## src/rtl/deal_scheduler_pkg.sv

```systemverilog
// Shared definitions for the baccarat deal scheduler: state encodings and
// helper functions used by the controller and its banker-rule sub-block.
package deal_scheduler_pkg;

    typedef enum logic [3:0] {
        PC1    = 4'd0,
        DC1    = 4'd1,
        PC2    = 4'd2,
        DC2    = 4'd3,
        EVAL1  = 4'd4,
        PC3    = 4'd5,
        EVAL2  = 4'd6,
        DC3    = 4'd7,
        RESULT = 4'd8,
        DONE   = 4'd9
    } state_t;

    localparam logic [7:0] TALLY_MAX = 8'd255;

    // Face cards and tens count as zero in baccarat.
    function automatic logic [3:0] card_value(input logic [3:0] rank);
        return (rank >= 4'd10) ? 4'd0 : rank;
    endfunction

    function automatic logic [7:0] sat_inc(input logic [7:0] value);
        return (value == TALLY_MAX) ? value : value + 8'd1;
    endfunction

endpackage

```

## src/rtl/deal_scheduler_banker.sv

```systemverilog
// Banker third-card table: decides whether the banker draws given its score
// and the value of the player's third card.
module banker_draw_rule
    import deal_scheduler_pkg::*;
(
    input  logic [3:0] dscore,
    input  logic [3:0] t,
    output logic       draw
);

    // Table lookup on banker score; 7 and above always stand.
    always_comb begin
        draw = 1'b0;
        case (dscore)
            4'd0, 4'd1, 4'd2: draw = 1'b1;
            4'd3:             draw = (t != 4'd8);
            4'd4:             draw = (t >= 4'd2) && (t <= 4'd7);
            4'd5:             draw = (t >= 4'd4) && (t <= 4'd7);
            4'd6:             draw = (t >= 4'd6) && (t <= 4'd7);
            default:          draw = 1'b0;
        endcase
    end

endmodule

```

## src/rtl/deal_scheduler.sv

```systemverilog
// Baccarat round controller: sequences card loads, applies the drawing rules,
// latches the round result and keeps saturating win/tie tallies.
module deal_scheduler
    import deal_scheduler_pkg::*;
(
    input  logic       slow_clock,
    input  logic       resetb,
    input  logic       step,
    input  logic [3:0] pscore,
    input  logic [3:0] dscore,
    input  logic [3:0] pcard3,
    output logic       load_pcard1,
    output logic       load_pcard2,
    output logic       load_pcard3,
    output logic       load_dcard1,
    output logic       load_dcard2,
    output logic       load_dcard3,
    output logic       clear_hands,
    output logic       player_win,
    output logic       dealer_win,
    output logic       done,
    output logic [7:0] player_tally,
    output logic [7:0] dealer_tally,
    output logic [7:0] tie_tally,
    output logic [3:0] state
);

    state_t     state_r;
    state_t     state_next_s;
    logic [3:0] third_value_s;
    logic       banker_draw_s;
    logic       lp1_s, lp2_s, lp3_s, ld1_s, ld2_s, ld3_s;
    logic       clear_s, done_s, win_clear_s;

    assign third_value_s = card_value(pcard3);

    banker_draw_rule u_banker_draw_rule (
        .dscore (dscore),
        .t      (third_value_s),
        .draw   (banker_draw_s)
    );

    // Next-state decode with Mealy load strobes.
    always_comb begin
        state_next_s = state_r;
        lp1_s = 1'b0; lp2_s = 1'b0; lp3_s = 1'b0;
        ld1_s = 1'b0; ld2_s = 1'b0; ld3_s = 1'b0;
        clear_s     = 1'b0;
        done_s      = 1'b0;
        win_clear_s = 1'b0;
        case (state_r)
            PC1: if (step) begin lp1_s = 1'b1; state_next_s = DC1; end
                 else      begin state_next_s = PC1; end
            DC1: if (step) begin ld1_s = 1'b1; state_next_s = PC2; end
                 else      begin state_next_s = DC1; end
            PC2: if (step) begin lp2_s = 1'b1; state_next_s = DC2; end
                 else      begin state_next_s = PC2; end
            DC2: if (step) begin ld2_s = 1'b1; state_next_s = EVAL1; end
                 else      begin state_next_s = DC2; end
            EVAL1: begin
                if ((pscore >= 4'd8) || (dscore >= 4'd8)) begin
                    state_next_s = RESULT;
                end else if (pscore <= 4'd5) begin
                    state_next_s = PC3;
                end else if (dscore <= 4'd5) begin
                    state_next_s = DC3;
                end else begin
                    state_next_s = RESULT;
                end
            end
            PC3: if (step) begin lp3_s = 1'b1; state_next_s = EVAL2; end
                 else      begin state_next_s = PC3; end
            EVAL2: if (banker_draw_s) begin state_next_s = DC3; end
                   else               begin state_next_s = RESULT; end
            DC3: if (step) begin ld3_s = 1'b1; state_next_s = RESULT; end
                 else      begin state_next_s = DC3; end
            RESULT: state_next_s = DONE;
            DONE: begin
                done_s = 1'b1;
                if (step) begin
                    clear_s      = 1'b1;
                    win_clear_s  = 1'b1;
                    state_next_s = PC1;
                end else begin
                    state_next_s = DONE;
                end
            end
            default: begin
                win_clear_s  = 1'b1;
                state_next_s = PC1;
            end
        endcase
    end

    // Strobes are forced low while reset is held, even if step is high.
    assign load_pcard1 = resetb & lp1_s;
    assign load_pcard2 = resetb & lp2_s;
    assign load_pcard3 = resetb & lp3_s;
    assign load_dcard1 = resetb & ld1_s;
    assign load_dcard2 = resetb & ld2_s;
    assign load_dcard3 = resetb & ld3_s;
    assign clear_hands = resetb & clear_s;
    assign done        = resetb & done_s;
    assign state       = state_r;

    // State register.
    always_ff @(posedge slow_clock or negedge resetb) begin
        if (!resetb) begin
            state_r <= PC1;
        end else begin
            state_r <= state_next_s;
        end
    end

    // Result flags: latched leaving RESULT, cleared on restart or bad state.
    always_ff @(posedge slow_clock or negedge resetb) begin
        if (!resetb) begin
            player_win <= 1'b0;
            dealer_win <= 1'b0;
        end else if (state_r == RESULT) begin
            player_win <= (pscore >= dscore);
            dealer_win <= (dscore >= pscore);
        end else if (win_clear_s) begin
            player_win <= 1'b0;
            dealer_win <= 1'b0;
        end else begin
            player_win <= player_win;
            dealer_win <= dealer_win;
        end
    end

    // Round tallies, one increment per completed round.
    always_ff @(posedge slow_clock or negedge resetb) begin
        if (!resetb) begin
            player_tally <= 8'd0;
            dealer_tally <= 8'd0;
            tie_tally    <= 8'd0;
        end else if (state_r == RESULT) begin
            if (pscore > dscore) begin
                player_tally <= sat_inc(player_tally);
            end else if (dscore > pscore) begin
                dealer_tally <= sat_inc(dealer_tally);
            end else begin
                tie_tally <= sat_inc(tie_tally);
            end
        end else begin
            player_tally <= player_tally;
            dealer_tally <= dealer_tally;
            tie_tally    <= tie_tally;
        end
    end

endmodule

```

## config.mk

```make
export PLATFORM = sky130hd
export DESIGN_NAME = deal_scheduler
export DESIGN_NICKNAME = d
export VERILOG_FILES = /design/src/rtl/deal_scheduler_pkg.sv /design/src/rtl/deal_scheduler_banker.sv /design/src/rtl/deal_scheduler.sv
export SDC_FILE = /design/constraint.sdc
export NUM_CORES = 1
export LEC_CHECK = 0
export ABC_AREA = 1
export ABC_CLOCK_PERIOD_IN_PS = 1500
export BUFFER_PORTS_ARGS = -buffer_cell sky130_fd_sc_hd__buf_2
export CORE_MARGIN = 4
export CORE_UTILIZATION = 50
export CTS_BUF_LIST = sky130_fd_sc_hd__clkbuf_8
export DETAILED_ROUTE_END_ITERATION = 10
export HOLD_SLACK_MARGIN = 0.03
export PLACE_DENSITY_LB_ADDON = 0.25
export SLEW_MARGIN = 20
export SYNTH_ARGS = -nofsm -noshare
export SYNTH_HDL_FRONTEND = slang
export SYNTH_HIERARCHICAL = 1
export SYNTH_SLANG_ARGS = --single-unit
```

## constraint.sdc

```tcl
create_clock -name slow_clock -period 1.5 [get_ports slow_clock]
set_clock_uncertainty 0.15 [all_clocks]
set_input_delay 0.225 -clock slow_clock [delete_from_list [all_inputs] [get_ports slow_clock]]
set_output_delay 0.225 -clock slow_clock [all_outputs]
set_load 0.05 [all_outputs]
```

# Word-level counts from Yosys, hierarchy flattened
# Cells that the tools add are included.
totals:
  register_bits: 30
  latchBits: 0
  mem_bits_rw: 0
  rom_bits: 0
  in_bits: 15
  out_inout_bits: 38
  word_cells: 93
  n_memories: 0
op_classes:
  add_sub_neg: 3
  multipliers: 0
  div_mod_pow: 0
  n_lt_le_gt_ge: 13
  n_eq_ne: 19
  n_shift: 0
  n_mux: 27
  n_bitwise: 13
  n_reduce_logical: 12
ops:
  columns: ["op", "n"]
  rows:
  - ["case mux 4 bit (10 select lines)", 1]
  - ["== test 4 x 3 -> 1 bit (second input constant)", 7]
  - ["two-way mux 4 bit", 7]
  - ["adder 8 x 1 -> 8 bit (second input constant)", 3]
  - ["== test 8 bit (second input constant)", 3]
  - ["== test 4 x 2 -> 1 bit (second input constant)", 4]
  - ["two-way mux 1 bit", 14]
  - [">= comparator 4 bit (second input constant)", 3]
  - ["<= comparator 4 x 3 -> 1 bit (second input constant)", 3]
  - ["OR reduction 9 bit", 1]
  - ["AND 1 bit", 8]
  - ["== test 4 x 1 -> 1 bit (second input constant)", 2]
  - ["== test 4 bit (second input constant)", 2]
  - [">= comparator 4 x 3 -> 1 bit (second input constant)", 2]
  - [">= comparator 4 bit", 2]
  - ["greater-than comparator 4 bit", 2]
  - ["zero test 4 bit", 2]
  - ["AND reduction 4 bit", 2]
  - ["inverter 1 bit", 5]
  - ["case mux 1 bit (5 select lines)", 1]
  - [">= comparator 4 x 2 -> 1 bit (second input constant)", 1]
  - ["two-way mux 2 bit", 2]
  - ["!= test 4 bit (second input constant)", 1]
  - ["logical AND 1 bit", 3]
  - ["6 further kinds", 6]

# Logic depth before layout (Yosys ltp)
# Gate-level depths: netlist (run 1).
depth:
  word_depth: 7
  depth_mapped: 12
  mapped_depth_nobuf: 12

# By module
# The synthesis (run 1) kept the hierarchy.
modules_own_cells:
  columns: ["mod", "instances", "cells_each", "area_per_inst_um2", "seq_area_each_um2"]
  rows:
  - ["deal_scheduler", 1, 279, 2044.5, 750.7]
  - ["banker_draw_rule", 1, 16, 70.1, 0.0]

# Least setup slack after synthesis (run 1)
# OpenSTA, ideal clock, no wires.
synth_timing:
  path_kind: "flip-flop to output port"
  startpoint: "register state_r[2], in the netlist state[2]"
  endpoint: "output port load_pcard2"
  arrival_time_ns: 2.092
  required_time_ns: 1.125
  slack_ns: -0.967
  path_stages_with_launch: 6
  path_buffers: 0
  path_cell_list: "dfrtp_1 nor2_1 nand2_1 inv_1 nand2_1 nor3_1"
synth_between:
  elab_chain_len: 3
synth_rtl:
  columns: ["item", "line_no", "rtl"]
  rows:
  - ["start: declaration", "deal_scheduler.sv:28", "state_t state_r;"]
  - ["start signal: assignment", "deal_scheduler.sv:111", "state_r <= state_next_s;"]
  - ["== test 4 x 2 -> 1 bit", "deal_scheduler.sv:51", "case (state_r)"]
  - ["two-way mux 1 bit", "deal_scheduler.sv:51", null]
  - ["AND 1 bit", "deal_scheduler.sv:97", "assign load_pcard2 = resetb & lp2_s;"]
  - ["end: declaration", "deal_scheduler.sv:13", "output logic load_pcard2,"]
# Every way passes these cells.

# Worst setup path after layout (run 1)
layout_timing:
  startpoint: "register state_r[3], in the netlist state[3]"
  endpoint: "output port load_pcard2"
# The elaborated chain is that of the path after synthesis.

==> results of run 1 <==
==> report_power, final <==
part / switching [mW] / internal, mW / leakage (nW)
combinational: 1.80 / 1.08 / 1.32
sequential: 0.203 / 1.01 / 0.386
clock: 0.283 / 0.360 / 0.0538
total: 2.29 / 2.44 / 1.76
==> per-layer routing <==
layer,track usage [%],up-vias,routed length [um]
met2,43.0,65,3560
met5,0,-,0
met3,4.13,18,305
li1,-,1160,-
met1,30.2,1127,2590
met4,9.84,0,148
==> critical path, stage by stage, from the launching register on <==
cell and delay [ns]:
dfrtp_2 0.45, nor2_4 0.15, nand2_2 0.07, inv_2 0.08, nand2_4 0.08, nor3_4 0.12, buf_6 0.18
==> metrics by stage <==
stage                     utilization (%)  instances  worst slack, ns
after detailed placement             72.3        439           -0.430
after global routing                 84.5        466           -0.346
after floorplan                         -        295           -0.251
after CTS                            82.6        462           -0.261
final                                84.5        466           -0.286
after global placement               72.3        439           -0.361
==> cell families (layout without fill, tap and decap cells) <==
logic type / after synthesis / in the layout / share of synthesized area (%)
AOI/OAI and AO/OA: 28 / 28 / 9.41
xor gates and xnor gates: 13 / 13 / 5.74
adders and majority gates: 7 / 7 / 4.14
buffers and inverters: 54 / 175 / 10.8
DFF: 30 / 30 / 35.5
and+or+nand+nor: 163 / 163 / 34.4
==> Yosys cell counts <==
cell type,count,area share (%)
inv_1,49,8.7
nand2_1,92,16
nor3_1,4,0.95
xor2_2,1,0.77
nand4_1,4,1.2
o21ai_0,7,1.7
nor2_4,3,1.6
o22ai_1,2,0.59
xnor2_1,8,3.3
inv_2,1,0.18
nand4_4,1,1.0
a21oi_1,4,0.95
dfrtp_1,30,36
xor2_1,4,1.7
nand3_2,1,0.47
nand2_2,2,0.59
nor2_2,2,0.59
inv_4,1,0.30
a31oi_1,1,0.30
a21oi_4,1,0.77
a21boi_0,1,0.36
o21ai_1,1,0.24
o21ai_2,9,3.7
nand2_4,1,0.53
buf_6,3,1.6
ha_1,7,4.1
a41oi_1,1,0.41
nor2_1,33,5.9
a21oi_2,1,0.41
nand3b_1,5,1.8
nand3_1,15,3.6
==> placed cells by master (no fill, tap or decap), drive strengths merged <==
cell type and n:
buf 115, nand2 95, inv 53, nor2 38, dfrtp 30, o21ai 17
nand3 16, xnor2 8, ha 7, clkbuf 6, a21oi 6, nand3b 5
nand4 5, xor2 5, nor3 4, o22ai 2, a31oi 1, a21boi 1
a41oi 1, dlygate4sd3 1
==> worst paths after layout <==
path                       cells after the start              end  slack [ns]
min                                            4         state[1]        0.17
max reg2reg                                   11  player_tally[7]       -0.21
max in group asynchronous                      3     tie_tally[1]        0.43
min reg2reg                                    2  player_tally[7]        0.38
min in group asynchronous                      3         state[2]        0.45
max                                            6      load_pcard2       -0.29
==> registers in the layout, summed over array words and instances (netlist names) <==
name and flops:
state 4, dealer_tally 8, player_tally 8, player_win 1, tie_tally 8, dealer_win 1
==> cell type report <==
cell class / count / area, um^2
Timing Repair Buffer: 116 / 862
Fill cell: 220 / 629
Sequential cell: 30 / 771
Clock inverter: 2 / 7.51
Clock buffer: 6 / 82.6
Inverter: 51 / 204
Multi-Input combinational cell: 211 / 1440
Tap cell: 50 / 62.6
==> repair_timing <==
action | CTS | global route
buffers inserted | 13 | 7
endpoints found under the hold margin | 30 | 0
hold buffers | 1 | 0
pin swaps | 15 | 10
resized for setup | 68 | 17
setup endpoints to repair | 29 | 39
cloned | 1 | 0
==> key figures, run 1 <==
Timing
  – Final Max Tran Viols: 0
  – PnR worst setup slack: -0.286 ns
  – RSZ-0062 raised after global routing: yes
  – Setup TNS: -5.26 ns
  – Fin crit share: 119%
  – Worst hold margin: 0.171 ns
  – Final min period: 1.79 ns
  – Slew margin rel.: 74.2%
  – Worst Tran Pin Value: 0.383 ns
  – Final hold vios: 0
  – Fmax: 560 MHz
  – # setup viols final: 35

Clocking
  – H-Tree Depth: 2
  – TritonCTS clock tree: built
  – CTS root buf: clkbuf_8
  – TritonCTS Buffers: 5
  – Clk Latency, worst-skew pair: 0.28 ns
  – Max Buffers Root-to-Sink: 2
  – CTS sink count: 30
  – Clock-pin slew on the worst setup and hold paths: 0.06 ns

Synth
  – Seq/Total Area, Yosys: 35.5%
  – Yosys reg bits: 30
  – Cell variety after synth: 31
  – Syn nets: 317
  – YS warnings: 6
  – Synthesized area: 0.00211 mm^2
  – Synth Area per Inst: 7.17 um^2
  – Synth Instances: 295

Global routing
  – Maximum number of pins on one net before global-route repair: 31
  – Number of global-route vias before repair: 2,338
  – First-pass GRT wire length: 10.3 mm
  – Initial antenna violation count: 0
  – Grt ovf: 0
  – Total track usage: 24.7%

Worst setup path
  – WP data arrival: 1.41 ns
  – Crit path kind: register to primary output
  – Critical path origin: state[3]
  – WP data required: 1.12 ns
  – R2R Path Start: state[3]
  – Startpoint Class: register
  – CP max FO: 4
  – Crit end category: primary output

Place
  – HPWL Detailed: 4.15 mm
  – Post-DP Area: 0.00293 mm^2
  – GP Congestion: 0.831
  – IO Port Bufs: 52

Route
  – WL final: 6.60 mm
  – Via Count: 2,370
  – Avg Vias per Cell: 5.09
  – Drc violations: 0
  – Drt first pass iters: 4
  – Per-cell routed wire length: 14.2 um
  – Starting DRT DRC Count: 217
  – Final ANT Viol Nets: 0

Outcome
  – Failing checks: negative setup slack
  – Outcome: complete, but fails checks

Power
  – VDD IR max: 769 uV
  – Pwr Density: 1380 mW/mm^2
  – Pleak: 1.76 nW
  – Total power: 4.73 mW

Die
  – DIE AREA: 0.00533 mm^2
  – Num rows: 23
  – Initial Util: 52.1%
  – Die H: 73.0 um
  – # IOs: 53
  – Die W: 73.0 um
  – Core Box Area: 0.00406 mm^2

Final layout
  – Final #Nets: 437
  – Area delta synth->final: 62.1%
  – Antenna Cells: 0
  – Design area: 0.00343 mm^2
  – Share of cells above drive strength 1: 54.3%

Flow run
  – Max Cap Violations: 0

Min path
  – Worst hold start: pscore[3]
  – Hold WC Path Type: primary input to register
Power figures use the tool's default switching activity.
==> run 2, diff against run 1 <==
--- a/config.mk
+++ b/config.mk
@@ -7,7 +7,8 @@
 export LEC_CHECK = 0
 export ABC_AREA = 1
 export ABC_CLOCK_PERIOD_IN_PS = 1500
-export BUFFER_PORTS_ARGS = -buffer_cell sky130_fd_sc_hd__buf_2
+export BUFFER_PORTS_ARGS = -buffer_cell sky130_fd_sc_hd__buf_4
+export CAP_MARGIN = 20
 export CORE_MARGIN = 4
 export CORE_UTILIZATION = 50
 export CTS_BUF_LIST = sky130_fd_sc_hd__clkbuf_8
==> key figures, run 2 (synthesis results as in run 1) <==
Final layout
  – Final #Nets: 435
  – Final-layout fill cell count: 186
  – FF+latch area: 771 um^2
  – Commonest non-fill, non-tap cell in the layout: buf_4
  – Largest regs: dealer_tally (8), player_tally (8), tie_tally (8)
  – Non-Filler Instances: 464
  – Multi-input gate area: 0.00150 mm^2
  – Design area: 0.00360 mm^2
  – Antenna Cells: 0
  – Most frequent cells in the layout: 89 x buf_4, 56 x nand2_1, 43 x inv_1
  – Area delta synth->final: 70.3%
  – Share of cells above drive strength 1: 54.6%

Min path
  – Hold WC Path Type: primary input to register
  – Hold Crit Endpoint: state[1]
  – Worst hold start: step
  – Hold path depth: 3

Clocking
  – Max Buffers Root-to-Sink: 2
  – H-Tree Depth: 2
  – CTS sink count: 30
  – TritonCTS clock tree: built
  – TritonCTS Buffers: 5
  – CTS root buf: clkbuf_8
  – Clock-pin slew on the worst setup and hold paths: 0.07 ns
  – Clk Latency, worst-skew pair: 0.29 ns

Die
  – DIE AREA: 0.00533 mm^2
  – Initial Util: 52.1%
  – Num rows: 23
  – Die W: 73.0 um
  – Core Box Area: 0.00406 mm^2
  – # IOs: 53
  – Die H: 73.0 um

Timing
  – Worst hold margin: 0.194 ns
  – Slew margin rel.: 67.3%
  – Final Max Tran Viols: 0
  – # setup viols final: 38
  – Fin crit share: 123%
  – Final min period: 1.85 ns
  – Fmax: 541 MHz
  – Worst Tran Pin Value: 0.485 ns
  – RSZ-0062 raised after global routing: yes
  – PnR worst setup slack: -0.349 ns
  – Setup TNS: -8.90 ns
  – Final hold vios: 0

Power
  – Pleak: 1.76 nW
  – VDD IR max: 1070 uV
  – Pwr Density: 1460 mW/mm^2

Place
  – GP Congestion: 0.850
  – Post-DP Area: 0.00306 mm^2
  – IO Port Bufs: 52
  – HPWL Detailed: 4.25 mm
  – Placed cell count: 439

Global routing
  – Met2 usage: 43.6%
  – Number of global-route vias before repair: 2,297
  – Met1 usage: 31.3%
  – Routing usage on met3: 4.68%
  – Initial antenna violation count: 0
  – Total track usage: 25.4%
  – GR peak layer: met2
  – Maximum number of pins on one net before global-route repair: 31
  – First-pass GRT wire length: 10.4 mm
  – Grt ovf: 0

Flow run
  – Max Cap Violations: 0

Worst setup path
  – Worst reg2reg endpoint: state[1]
  – Crit end category: primary output
  – Startpoint Class: register
  – Cell count of the worst reg-to-reg path: 8
  – CP max FO: 4
  – WP data arrival: 1.47 ns
  – Crit path kind: register to primary output
  – Reg2reg setup slack: -0.29 ns
  – R2R Path Start: state[0]
  – WP data required: 1.12 ns

Outcome
  – Outcome: complete, but fails checks
  – Failing checks: negative setup slack

Route
  – Drc violations: 0
  – Via Count: 2,720
  – Per-cell routed wire length: 19.7 um
  – Starting DRT DRC Count: 276
  – WL final: 9.13 mm
  – Avg Vias per Cell: 5.86
  – Final ANT Viol Nets: 0
  – Drt first pass iters: 5
==> run 2: what timing repair did <==
item / 4_1_cts / 5_1_grt
buffers inserted: 8 / 8
pin swaps: 14 / 11
gates resized for setup: 51 / 37
hold buffers: 1 / 0
hold endpoints to repair: 30 / 0
endpoints found under the setup margin: 27 / 39
gates cloned: 1 / 1
==> run 2: through the flow <==
| step | util, % | setup WS [ns] | total power, mW |
|---|---|---|---|
| 2_1_floorplan | - | -0.251 | 2.69 |
| 3_3_place_gp | 75.5 | -0.265 | 3.59 |
| 3_5_place_dp | 75.5 | -0.329 | 3.64 |
| 4_1_cts | 83.7 | -0.270 | 4.70 |
| 5_1_grt | 88.7 | -0.385 | 5.40 |
| 6_report | 88.7 | -0.349 | 5.24 |
==> run 2: worst max path at each step <==
stage	startpoint	to	slack, ns	depth (start not counted)
after floorplan	state[3]	load_pcard2	-0.25	5
after global placement	pscore[3]	dealer_tally[6]	-0.27	11
after detailed placement	pscore[3]	dealer_tally[4]	-0.33	11
after CTS	state[2]	load_pcard2	-0.27	6
after global routing	state[2]	load_pcard2	-0.39	6
final	state[2]	load_pcard2	-0.35	6
==> run 2: final cells by class <==
type                            count  share of cell area, %
Clock inverter                      2                  0.243
Inverter                           51                   5.59
Clock buffer                        6                   2.29
Tap cell                           50                   1.74
Timing Repair Buffer              113                   27.0
Sequential cell                    30                   21.4
Multi-Input combinational cell    212                   41.8
==> run 2: critical path, cell delays in order (launching register included) <==
cell	delay (ns)
dfrtp_2	0.47
nor2_4	0.15
nand2_2	0.07
inv_2	0.09
nand2_4	0.09
nor3_4	0.13
buf_6	0.18
==> run 2: metal layers <==
metal	part of all wire (%)	vias to the layer above	routed length, um
met5	0	-	0
met4	6.4	0	584
met3	8.6	77	787
met2	49	217	4500
met1	36	1269	3260
li1	-	1157	-
==> run 2: power by group <==
part	internal (mW)	switching, mW
clock	0.364	0.348
combinational	1.31	1.98
sequential	1.00	0.230
==> run 3, diff against run 2 <==
--- a/config.mk
+++ b/config.mk
@@ -7,12 +7,13 @@
 export LEC_CHECK = 0
 export ABC_AREA = 1
 export ABC_CLOCK_PERIOD_IN_PS = 1500
-export BUFFER_PORTS_ARGS = -buffer_cell sky130_fd_sc_hd__buf_4
 export CAP_MARGIN = 20
 export CORE_MARGIN = 4
-export CORE_UTILIZATION = 50
+export CORE_UTILIZATION = 55
 export CTS_BUF_LIST = sky130_fd_sc_hd__clkbuf_8
+export CTS_CLUSTER_DIAMETER = 40
 export DETAILED_ROUTE_END_ITERATION = 10
+export DONT_BUFFER_PORTS = 1
 export HOLD_SLACK_MARGIN = 0.03
 export PLACE_DENSITY_LB_ADDON = 0.25
 export SLEW_MARGIN = 20
==> key figures, run 3 (synthesis results as in run 1) <==
Timing
  – Fmax: 521 MHz
  – Final Max Tran Viols: 0
  – Final hold vios: 0
  – Fin crit share: 128%
  – # setup viols final: 40
  – PnR worst setup slack: -0.418 ns
  – RSZ-0062 raised after global routing: yes
  – Slew margin rel.: 72.8%
  – Worst Tran Pin Value: 0.405 ns
  – Final min period: 1.92 ns

Final layout
  – Antenna Cells: 0
  – Design area: 0.00351 mm^2
  – Most frequent cells in the layout: 61 x nand2_1, 61 x buf_4, 41 x inv_1
  – Area delta synth->final: 65.9%
  – Final #Nets: 410
  – Share of cells above drive strength 1: 50.6%
  – Largest regs: dealer_tally (8), player_tally (8), tie_tally (8)

Worst setup path
  – Delay-heaviest family, CP: simple AND/OR/NAND/NOR gates
  – Startpoint Class: register
  – Crit end category: register
  – WP data arrival: 1.95 ns
  – CP Cell Sequence: buf_6 > inv_4 > nor2_4 > buf_6 > nand2_8 > a21oi_4 > nand3_4 > nand2_1 > o21ai_1
  – Critical path buffers and inverters: 3
  – CP max stage delay: 0.42 ns
  – CP max FO: 6
  – CP most frequent cell: buf_6
  – Reg2reg setup slack: -0.42 ns
  – Crit path kind: register to register
  – WP data required: 1.53 ns
  – Slowest-stage cell, CP: dfrtp_2

Die
  – Die W: 70.0 um
  – Initial Util: 57.3%
  – Core Box Area: 0.00369 mm^2
  – DIE AREA: 0.00490 mm^2
  – Num rows: 22
  – # IOs: 53
  – Die H: 70.0 um

Outcome
  – Outcome: complete, but fails checks
  – Failing checks: negative setup slack

Global routing
  – Initial antenna violation count: 0
  – Maximum number of pins on one net before global-route repair: 31
  – Grt ovf: 0
  – Total track usage: 30.5%
  – First-pass GRT wire length: 12.0 mm
  – Number of global-route vias before repair: 2,455

Flow run
  – Max Cap Violations: 0

Clocking
  – CTS sink count: 30
  – TritonCTS Buffers: 5
  – Clock-pin slew on the worst setup and hold paths: 0.08 ns
  – Clk Latency, worst-skew pair: 0.30 ns
  – H-Tree Depth: 2
  – TritonCTS clock tree: built
  – Max Buffers Root-to-Sink: 2
  – CTS root buf: clkbuf_8

Power
  – Reg power frac: 23.2%
  – Switching pwr: 2.68 mW
  – Comb pwr share: 62.4%
  – Pwr Density: 1510 mW/mm^2
  – Clock Power Share: 14.4%
  – Cell-internal power: 2.60 mW
  – VDD IR max: 1040 uV
  – Switching Fraction: 50.8%
  – Total power: 5.28 mW
  – Pleak: 1.66 nW

Min path
  – Hold WC Path Type: primary input to register

Route
  – WL final: 10.8 mm
  – Per-cell routed wire length: 24.8 um
  – Drc violations: 0
  – Via Count: 2,817
  – Avg Vias per Cell: 6.45
  – Starting DRT DRC Count: 553
  – Drt first pass iters: 6
  – Final ANT Viol Nets: 0

Place
  – IO Port Bufs: 0
  – GP Congestion: 0.909
  – HPWL Detailed: 4.21 mm
  – Post-DP Area: 0.00294 mm^2
[run 3: cell types whose count changed in the layout (fill, tap and decap cells not counted), sizes merged]
cell,before,now
inv,52,51
nor2,38,39
buf,111,84
clkinvlp,0,1
dlygate4sd3,1,2
[run 3: path summary, 6_finish.rpt]
check | startpoint | to | cells past startpoint
worst max register to register | state[3] | dealer_tally[6] | 9
worst max-delay path | state[3] | dealer_tally[6] | 9
worst min-delay path | step | state[0] | 3
min in group asynchronous | resetb | dealer_tally[5] | 2
max in group asynchronous | resetb | tie_tally[1] | 2
worst min register to register | dealer_win | dealer_win | 2
[run 3: layer usage]
metal	routed length, um	part of all wire (%)	track usage [%]	vias to the layer above
met5	0	0	0	-
met4	1020	9.5	17.4	0
met2	5210	48	53.8	280
met3	1140	11	7.34	123
li1	-	-	-	1107
met1	3450	32	33.0	1307
[run 3: tightest hold or removal path: stages]
cell     delay, ns
o21ai_4       0.06
nor2_1        0.10
nand3_1       0.12
[run 3: cell type report]
type / count / area (um^2)
flip-flops and latches: 30 / 771
clock inverters: 2 / 12.5
repair buffers: 87 / 862
inverters: 51 / 204
well taps: 48 / 60.1
clock buffers: 6 / 82.6
fillers: 103 / 181
multi-input cells: 213 / 1520
[run 3: repair_timing]
item	CTS	global route
hold buffers	3	0
pin swaps	5	16
gates cloned	2	1
resized for setup	27	50
endpoints found under the hold margin	31	0
buffers inserted	9	7
setup endpoints to repair	29	40
[run 3: stage by stage]
step	util (%)	hold slack [ns]	instances	setup slack [ns]	TNS, ns
detailed placement	79.6	-0.219	407	-0.313	-5.62
finish	95.1	0.106	437	-0.418	-12.12
floorplan	-	-0.221	295	-0.251	-4.54
CTS	88.1	0.0489	429	-0.309	-3.57
global placement	79.6	-0.219	407	-0.227	-3.93
global route	95.1	0.112	437	-0.440	-13.71
[run 3: power groups by stage]
stage / Sequential (mW) / Combinational, mW / Clock [mW]
5_1_grt: 1.23 / 3.40 / 0.777
4_1_cts: 1.18 / 2.59 / 0.711
3_3_place_gp: 1.18 / 2.24 / 0
6_report: 1.23 / 3.30 / 0.760
2_1_floorplan: 1.81 / 0.882 / 0
3_5_place_dp: 1.19 / 2.28 / 0
